--- src/rtl/dlx_mem_arbiter.sv ---
// Shares one single-ported memory bus between the DLX fetch port and data port (data wins ties).
// Optional access timeout is enabled by defining DLX_ARB_TIMEOUT_EN.
module dlx_mem_arbiter #(
    parameter int unsigned AW      = 32,
    parameter int unsigned DW      = 32,
    parameter int unsigned TIMEOUT = 15
) (
    input  logic          clk,
    input  logic          reset_n,
    input  logic          i_req,
    input  logic [AW-1:0] i_address,
    output logic [DW-1:0] i_data_read,
    output logic          i_data_valid,
    input  logic          d_req,
    input  logic [AW-1:0] d_address,
    input  logic [DW-1:0] d_data_write,
    input  logic          d_write_enable,
    output logic [DW-1:0] d_data_read,
    output logic          d_data_valid,
    output logic          m_req,
    output logic [AW-1:0] m_address,
    output logic [DW-1:0] m_data_write,
    output logic          m_write_enable,
    input  logic [DW-1:0] m_data_read,
    input  logic          m_data_valid,
    output logic          err,
    output logic          busy
);

    typedef enum logic [1:0] {StIdle, StIAcc, StDAcc, StResp} state_e;

    state_e        r_state, w_state_next;
    logic          r_grant_d;
    logic          r_m_req;
    logic [AW-1:0] r_m_address;
    logic [DW-1:0] r_m_data_write;
    logic          r_m_write_enable;
    logic [DW-1:0] r_i_data_read;
    logic [DW-1:0] r_d_data_read;
    logic          w_acc;
    logic          w_done;
    logic          w_timeout;
    logic          w_err;

    assign w_acc  = (r_state == StIAcc) || (r_state == StDAcc);
    assign w_done = w_acc && m_data_valid;

`ifdef DLX_ARB_TIMEOUT_EN
    localparam int unsigned CW = $clog2(TIMEOUT + 1);

    logic [CW-1:0] r_cnt;
    logic          r_timed_out;

    // A completion on the same edge as the timeout counts as a normal completion.
    assign w_timeout = w_acc && !m_data_valid && (r_cnt == CW'(TIMEOUT - 1));
    assign w_err     = r_timed_out;

    always_ff @(posedge clk or negedge reset_n) begin
        if (!reset_n) begin
            r_cnt       <= '0;
            r_timed_out <= 1'b0;
        end else if (r_state == StIdle) begin
            r_cnt       <= '0;
            r_timed_out <= 1'b0;
        end else if (w_acc) begin
            r_cnt       <= r_cnt + 1'b1;
            r_timed_out <= w_timeout;
        end
    end
`else
    assign w_timeout = 1'b0;
    assign w_err     = 1'b0;
`endif

    always_ff @(posedge clk or negedge reset_n) begin
        if (!reset_n) begin
            r_state <= StIdle;
        end else begin
            r_state <= w_state_next;
        end
    end

    always_comb begin
        w_state_next = r_state;
        unique case (r_state)
            StIdle: begin
                if (d_req) begin
                    w_state_next = StDAcc;
                end else if (i_req) begin
                    w_state_next = StIAcc;
                end
            end
            StIAcc, StDAcc: begin
                if (w_done || w_timeout) begin
                    w_state_next = StResp;
                end
            end
            StResp:  w_state_next = StIdle;
            default: w_state_next = StIdle;
        endcase
    end

    always_ff @(posedge clk or negedge reset_n) begin
        if (!reset_n) begin
            r_grant_d        <= 1'b0;
            r_m_req          <= 1'b0;
            r_m_address      <= '0;
            r_m_data_write   <= '0;
            r_m_write_enable <= 1'b0;
            r_i_data_read    <= '0;
            r_d_data_read    <= '0;
        end else begin
            if (r_state == StIdle) begin
                if (d_req) begin
                    r_grant_d        <= 1'b1;
                    r_m_req          <= 1'b1;
                    r_m_address      <= d_address;
                    r_m_data_write   <= d_data_write;
                    r_m_write_enable <= d_write_enable;
                end else if (i_req) begin
                    r_grant_d        <= 1'b0;
                    r_m_req          <= 1'b1;
                    r_m_address      <= i_address;
                    r_m_data_write   <= '0;
                    r_m_write_enable <= 1'b0;
                end
            end
            if (w_done || w_timeout) begin
                r_m_req          <= 1'b0;
                r_m_write_enable <= 1'b0;
                // Stores leave the load register alone; a timeout always zeroes it.
                if (r_grant_d) begin
                    if (w_timeout) begin
                        r_d_data_read <= '0;
                    end else if (!r_m_write_enable) begin
                        r_d_data_read <= m_data_read;
                    end
                end else begin
                    r_i_data_read <= w_timeout ? '0 : m_data_read;
                end
            end
        end
    end

    always_comb begin
        busy         = (r_state != StIdle);
        i_data_valid = (r_state == StResp) && !r_grant_d;
        d_data_valid = (r_state == StResp) && r_grant_d;
        err          = (r_state == StResp) && w_err;
    end

    assign m_req          = r_m_req;
    assign m_address      = r_m_address;
    assign m_data_write   = r_m_data_write;
    assign m_write_enable = r_m_write_enable;
    assign i_data_read    = r_i_data_read;
    assign d_data_read    = r_d_data_read;

endmodule
--- config.mk ---
export PLATFORM = sky130hd
export DESIGN_NAME = dlx_mem_arbiter
export DESIGN_NICKNAME = d
export VERILOG_FILES = /design/src/rtl/dlx_mem_arbiter.sv
export SDC_FILE = /design/constraint.sdc
export NUM_CORES = 1
export LEC_CHECK = 0
export CORE_ASPECT_RATIO = 2
export CORE_MARGIN = 2
export CORE_UTILIZATION = 40
export DETAILED_ROUTE_END_ITERATION = 10
export PLACE_DENSITY = 0.8
export SKIP_LAST_GASP = 1
export SLEW_MARGIN = 5
export SYNTH_ARGS = -nofsm -noshare
export SYNTH_HDL_FRONTEND = slang
export SYNTH_SLANG_ARGS = --single-unit
--- constraint.sdc ---
create_clock -name clk -period 1.8 [get_ports clk]
set_input_delay 0.36 -clock clk [delete_from_list [all_inputs] [get_ports clk]]
set_output_delay 0.36 -clock clk [all_outputs]
set_load 0.02 [all_outputs]
==> impl_metrics.csv, run 1 <==
group,metric,value,unit
critical_path,crit_family,"buffers and inverters",
grt,grt_pass1_wl,23300,um
logic_synthesis,synth_seq_cells,133,
timing,holdWs,0.289,ns
timing,setup_viol,0,
final_layout,final_common_cell,"clkdlybuf4s50_1",
timing,slew_viol_final,0,
power_and_ir_drop,seqPwrFrac,0.316,
die,pin_count,268,
logic_synthesis,netlist_area,0.00529,mm^2
drt,postRouteAntennaNets,0,
drt,drt_iter0_markers,150,
critical_path,crit_arrival,1.40,ns
clocking,clock_latency,0.41,ns
placement,io_buffers,266,
die,fp-row-count,59,
clocking,clk_pin_slew,0.06,ns
critical_path,path_max_fanout,2,
final_layout,finalNetCount,788,
grt,grt_pass1_vias,4422,
critical_path,endpoint_kind,"output port",
final_layout,final_cell_mix,"clkdlybuf4s50_1, dfrtp_1, mux2_2",
critical_path,start_kind,"flip-flop",
placement,post-dp-hpwl,11100,um
drt,drc_errors,0,
grt,busiest_layer,"met2",
die,dieArea,0.0142,mm^2
drt,num_vias,4064,
clocking,numClockSinks,133,
placement,placed_area,0.00819,mm^2
timing,fin_skew,0.0118,ns
power_and_ir_drop,power.switching,6.08,mW
timing,rsz0062_at_grt,"false",
drt,wl_per_cell,17.9,um
placement,gp_congestion,0.777,
final_layout,drive_gt1_frac,0.172,
clocking,clockBufferDepth,2,
timing,fmax,569,MHz
die,coreArea,0.0130,mm^2
critical_path,crit_chain,"clkdlybuf4s50_1",
drt,drtPass1Iterations,6,
final_layout,area_growth,66.3,%
logic_synthesis,synth_area_leaders,"dfrtp_1, mux2_2, mux2i_1",
worst_hold_path,hp-class,"input port to flip-flop",
clocking,cts_root_buf,"clkbuf_16",
logic_synthesis,synth_nets,514,
logic_synthesis,syn_inst,378,
logic_synthesis,synth_top_area_share,0.630,
power_and_ir_drop,power.leakage,4.01,nW
grt,met3_usage,0.0560,
logic_synthesis,ys_seq_area_frac,0.630,
logic_synthesis,ys_types,25,
grt,grt.met2_usage,0.381,
power_and_ir_drop,p_per_area,1910,mW/mm^2
grt,overflow,0,
drt,drt_wl_total,14600,um
grt,grt.total_usage,0.211,
critical_path,critPathKind,"flip-flop to output port",
grt,met1_usage,0.215,
timing,min_period_over_period,0.977,
logic_synthesis,avgSynthCellArea,14.0,um^2
critical_path,cpMaxStageDelayCell,"clkdlybuf4s50_1",
clocking,post_cts_buffers,0,
critical_path,crit_buf_inv,1,
final_layout,finish.utilization,0.676,
job,maxCapViolCount,0,
power_and_ir_drop,combPwrFrac,0.484,
run_status,status,"finished clean",
die,die_w,85.3,um
drt,avgViaCountPerCell,4.98,
power_and_ir_drop,switching_share,0.362,
timing,fin_tns_setup,0,ns
critical_path,required,1.44,ns
power_and_ir_drop,power.internal,10.7,mW
final_layout,post-route-cell-area,0.00879,mm^2
timing,finalHoldViolCount,0,
die,chipHeight,167,um
timing,min_period,1.76,ns
logic_synthesis,yosysWarningCount,0,
die,start_util,0.407,
critical_path,crit_path_max_incr_delay,0.63,ns
final_layout,n_antenna_cell,0,
grt,antenna_found_initial,0,
power_and_ir_drop,peakVddDrop,1230,uV
grt,grt_max_degree,70,
clocking,numCtsBuffers,17,
logic_synthesis,synth_top_cell_by_area,"dfrtp_1",
clocking,htree_levels,4,
clocking,cts_tree,"built",
power_and_ir_drop,p_clk_frac,0.201,
power by group through the flow:
stage / Sequential, mW / Clock [mW] / Combinational [mW]
3_3_place_gp: 5.26 / 0 / 8.04
3_5_place_dp: 5.34 / 0 / 8.25
6_report: 5.30 / 3.37 / 8.12
2_1_floorplan: 6.92 / 0 / 2.50
4_1_cts: 5.31 / 3.45 / 8.26
5_1_grt: 5.46 / 3.61 / 8.61
cell usage after synthesis:
library cell and n:
and2_1 2, o21ai_4 1, a21oi_1 2, nor2b_1 1, a22oi_1 3, mux2_1 3, ha_1 2, buf_4 7
conb_1 1, nand3b_2 1, nor2_1 1, a22o_1 32, clkbuf_1 5, nand2b_1 2, dfrtp_1 133, mux2i_1 32
buf_6 3, buf_2 11, nand4b_4 1, o21ai_0 33, inv_1 5, a21o_1 1, nand2_1 34, mux2_2 61
a311oi_1 1
flip-flops by register name, summed over array words and instances (netlist names):
register        flops
r_state             2
d_data_read        32
m_address          32
m_data_write       32
m_req               1
m_write_enable      1
r_grant_d           1
i_data_read        32
cell type report:
class	count	area, um^2
fillers	970	4200
flip-flops and latches	133	3330
repair buffers	281	2900
multi-input cells	214	1780
clock buffers	17	425
well taps	152	190
clock inverters	14	153
inverters	5	18.8
layer usage:
metal / part of all wire / vias to the layer above
met1: 0.34 / 1962
met5: 0 / -
met3: 0.059 / 36
met4: 0.042 / 0
li1: - / 1891
met2: 0.56 / 175
logic make-up (layout without fill, tap and decap cells):
family | Yosys count | after routing | share of synthesized area
muxes | 96 | 96 | 0.197
other | 1 | 1 | 0.000710
adders and majority gates | 2 | 2 | 0.00473
AOI/OAI and AO/OA | 73 | 73 | 0.0966
DFF | 133 | 133 | 0.630
buffers and inverters | 31 | 317 | 0.0339
and+or+nand+nor | 42 | 42 | 0.0374
metrics by stage:
step	instances	setup WS, ns	power, mW
after floorplan	378	0.237	9.42
after global placement	784	0.0721	13.3
after detailed placement	784	0.0160	13.6
after CTS	816	-0.0155	17.0
after global routing	816	0.000248	17.7
final	816	0.0413	16.8
final timing paths:
path,slack [ns],cells past startpoint,end,from
max,0.04,1,i_data_read[23],i_data_read[23]
min,0.29,3,r_state[1],d_req
min in group asynchronous,0.36,2,i_data_read[3],reset_n
min reg2reg,0.48,2,m_address[10],m_address[10]
max reg2reg,0.14,5,d_data_read[6],r_state[1]
max in group asynchronous,0.80,3,m_data_write[1],reset_n
what timing repair did:
item,CTS,global route
endpoints found under the setup margin,5,15
gates resized for setup,10,15
pin swaps,0,0
endpoints found under the hold margin,14,0
hold buffers,1,0
(Power assumes the default switching activity.)
==> run 2: changes to the inputs <==
- CORE_ASPECT_RATIO: 2 -> 0.75
- clock period: 1.8 -> 2 ns (I/O delays scaled with it)
==> run 2 against run 1 <==
Against the previous run:
- core utilization grew 0.47 points
- combinational power shrank 10%
- via count is 2.5% lower
- clock power decreased by 4%
- highest routed layer unchanged
==> impl_metrics.csv, run 2 (synthesis results as in run 1) <==
group,metric,value,unit
drt,drc_errors,0,
timing,rsz0062_at_grt,"false",
drt,wl_per_cell,16.7,um
grt,grt_max_degree,70,
clocking,numClockSinks,133,
timing,fmax,529,MHz
clocking,clk_pin_slew,0.06,ns
timing,min_period,1.89,ns
critical_path,path_max_fanout,2,
critical_path,crit_path_max_incr_delay,0.38,ns
power_and_ir_drop,power.leakage,3.86,nW
drt,drt_wl_total,13900,um
clocking,clock_latency,0.40,ns
critical_path,crit_chain,"inv_1 > ha_1 > inv_1 > dlygate4sd2_1",
power_and_ir_drop,peakVddDrop,899,uV
power_and_ir_drop,combPwrFrac,0.476,
power_and_ir_drop,p_clk_frac,0.212,
grt,grt.total_usage,0.201,
clocking,cts_tree,"built",
timing,slew_viol_final,0,
timing,setup_slack,0.111,ns
die,pin_count,268,
clocking,post_cts_buffers,0,
die,die_w,137,um
timing,finalHoldViolCount,0,
placement,io_buffers,266,
critical_path,endpoint_kind,"output port",
drt,num_vias,3963,
job,maxCapViolCount,0,
drt,drtPass1Iterations,4,
grt,grt_pass1_wl,21900,um
placement,gp_congestion,0.746,
critical_path,crit_top_cell,"inv_1",
final_layout,fillers,890,
die,chipHeight,104,um
placement,pre_cts_ws,0.153,ns
critical_path,crit_arrival,1.49,ns
clocking,numCtsBuffers,17,
die,dieArea,0.0142,mm^2
drt,drt_iter0_markers,84,
power_and_ir_drop,p_per_area,1730,mW/mm^2
timing,setup_viol,0,
power_and_ir_drop,seqPwrFrac,0.312,
die,fp-row-count,36,
drt,avgViaCountPerCell,4.76,
final_layout,n_antenna_cell,0,
final_layout,final_common_cell,"clkdlybuf4s50_1",
critical_path,required,1.60,ns
grt,grt_pass1_vias,4167,
timing,fin_tns_setup,0,ns
final_layout,area_growth,66.6,%
final_layout,drive_gt1_frac,0.162,
clocking,htree_levels,4,
timing,min_period_over_period,0.944,
critical_path,start_kind,"flip-flop",
clocking,cts_root_buf,"clkbuf_16",
die,coreArea,0.0129,mm^2
final_layout,finalNetCount,785,
power_and_ir_drop,power.internal,9.90,mW
grt,overflow,0,
critical_path,cpMaxStageDelayCell,"dlygate4sd2_1",
worst_hold_path,hp-class,"input port to asynchronous set/reset pin",
timing,fin_skew,0.00524,ns
power_and_ir_drop,power.switching,5.36,mW
power_and_ir_drop,switching_share,0.351,
drt,postRouteAntennaNets,0,
clocking,clockBufferDepth,2,
die,start_util,0.409,
placement,post-dp-hpwl,10400,um
critical_path,critPathKind,"flip-flop to output port",
run_status,status,"finished clean",
grt,antenna_found_initial,0,
final_layout,final_cell_mix,"clkdlybuf4s50_1, dfrtp_1, mux2_2",
run 2: changes by cell type in the layout (fill, tap and decap cells not counted), sizes merged:
cell,previous run,this run
buf,18,13
bufinv,2,4
clkbuf,18,19
clkdlybuf4s50,247,261
clkinv,8,4
clkinvlp,1,3
dlygate4sd2,2,3
dlymetal6s2s,12,0
inv,8,6
run 2: critical path, delay by kind of cell, from the launching register on:
family     cells  cell delay, ns
fa+ha+maj      1            0.21
flops          1            0.36
buf+inv        3            0.52
run 2: area by class of cell:
type                            instances  area (um^2)  area share
Sequential cell                       133         3330       0.378
Clock inverter                         12          179      0.0203
Inverter                                5         18.8     0.00213
Multi-Input combinational cell        214         1780       0.202
Clock buffer                           19          443      0.0503
Tap cell                              171          214      0.0243
Timing Repair Buffer                  278         2840       0.323
run 2: final timing paths:
check                           slack, ns           from  cells after the start               to
min in group clk                     0.48  m_address[25]                      2    m_address[25]
worst min-delay path                 0.35        reset_n                      2     m_address[6]
max in group asynchronous            1.10        reset_n                      3  i_data_read[16]
worst min register to register       0.48  m_address[25]                      2    m_address[25]
worst max-delay path                 0.11     r_state[0]                      4             busy
worst max register to register       0.26     r_state[0]                      5  i_data_read[26]
run 2: power groups by stage:
stage / Combinational, mW / Sequential [mW] / Clock (mW)
after floorplan: 2.25 / 6.23 / 0
after global placement: 7.16 / 4.73 / 0
after detailed placement: 7.35 / 4.78 / 0
after CTS: 7.37 / 4.77 / 3.30
after global routing: 7.71 / 4.92 / 3.43
final: 7.27 / 4.76 / 3.23
run 2: routing by layer:
layer / wire [um] / up-vias / GRT usage
met5: 0 / - / 0
met4: 84 / 0 / 0.0580
met3: 1010 / 6 / 0.0612
met2: 6940 / 144 / 0.335
met1: 5890 / 1918 / 0.251
li1: - / 1895 / -
run 2: through the flow:
step | cells | hold WS, ns | power [mW] | instance area [um^2] | utilization
after floorplan | 378 | 0.104 | 8.47 | 5290 | -
after global placement | 800 | 0.214 | 11.9 | 8180 | 0.633
after detailed placement | 800 | 0.215 | 12.1 | 8180 | 0.633
after CTS | 832 | 0.321 | 15.4 | 8800 | 0.681
after global routing | 832 | 0.346 | 16.1 | 8800 | 0.681
final | 832 | 0.348 | 15.3 | 8800 | 0.681
run 2: repair_timing:
item / CTS / global route
gates resized for setup: 3 / 0
hold buffers: 1 / 0
endpoints found under the setup margin: 3 / 0
hold endpoints to repair: 2 / 0
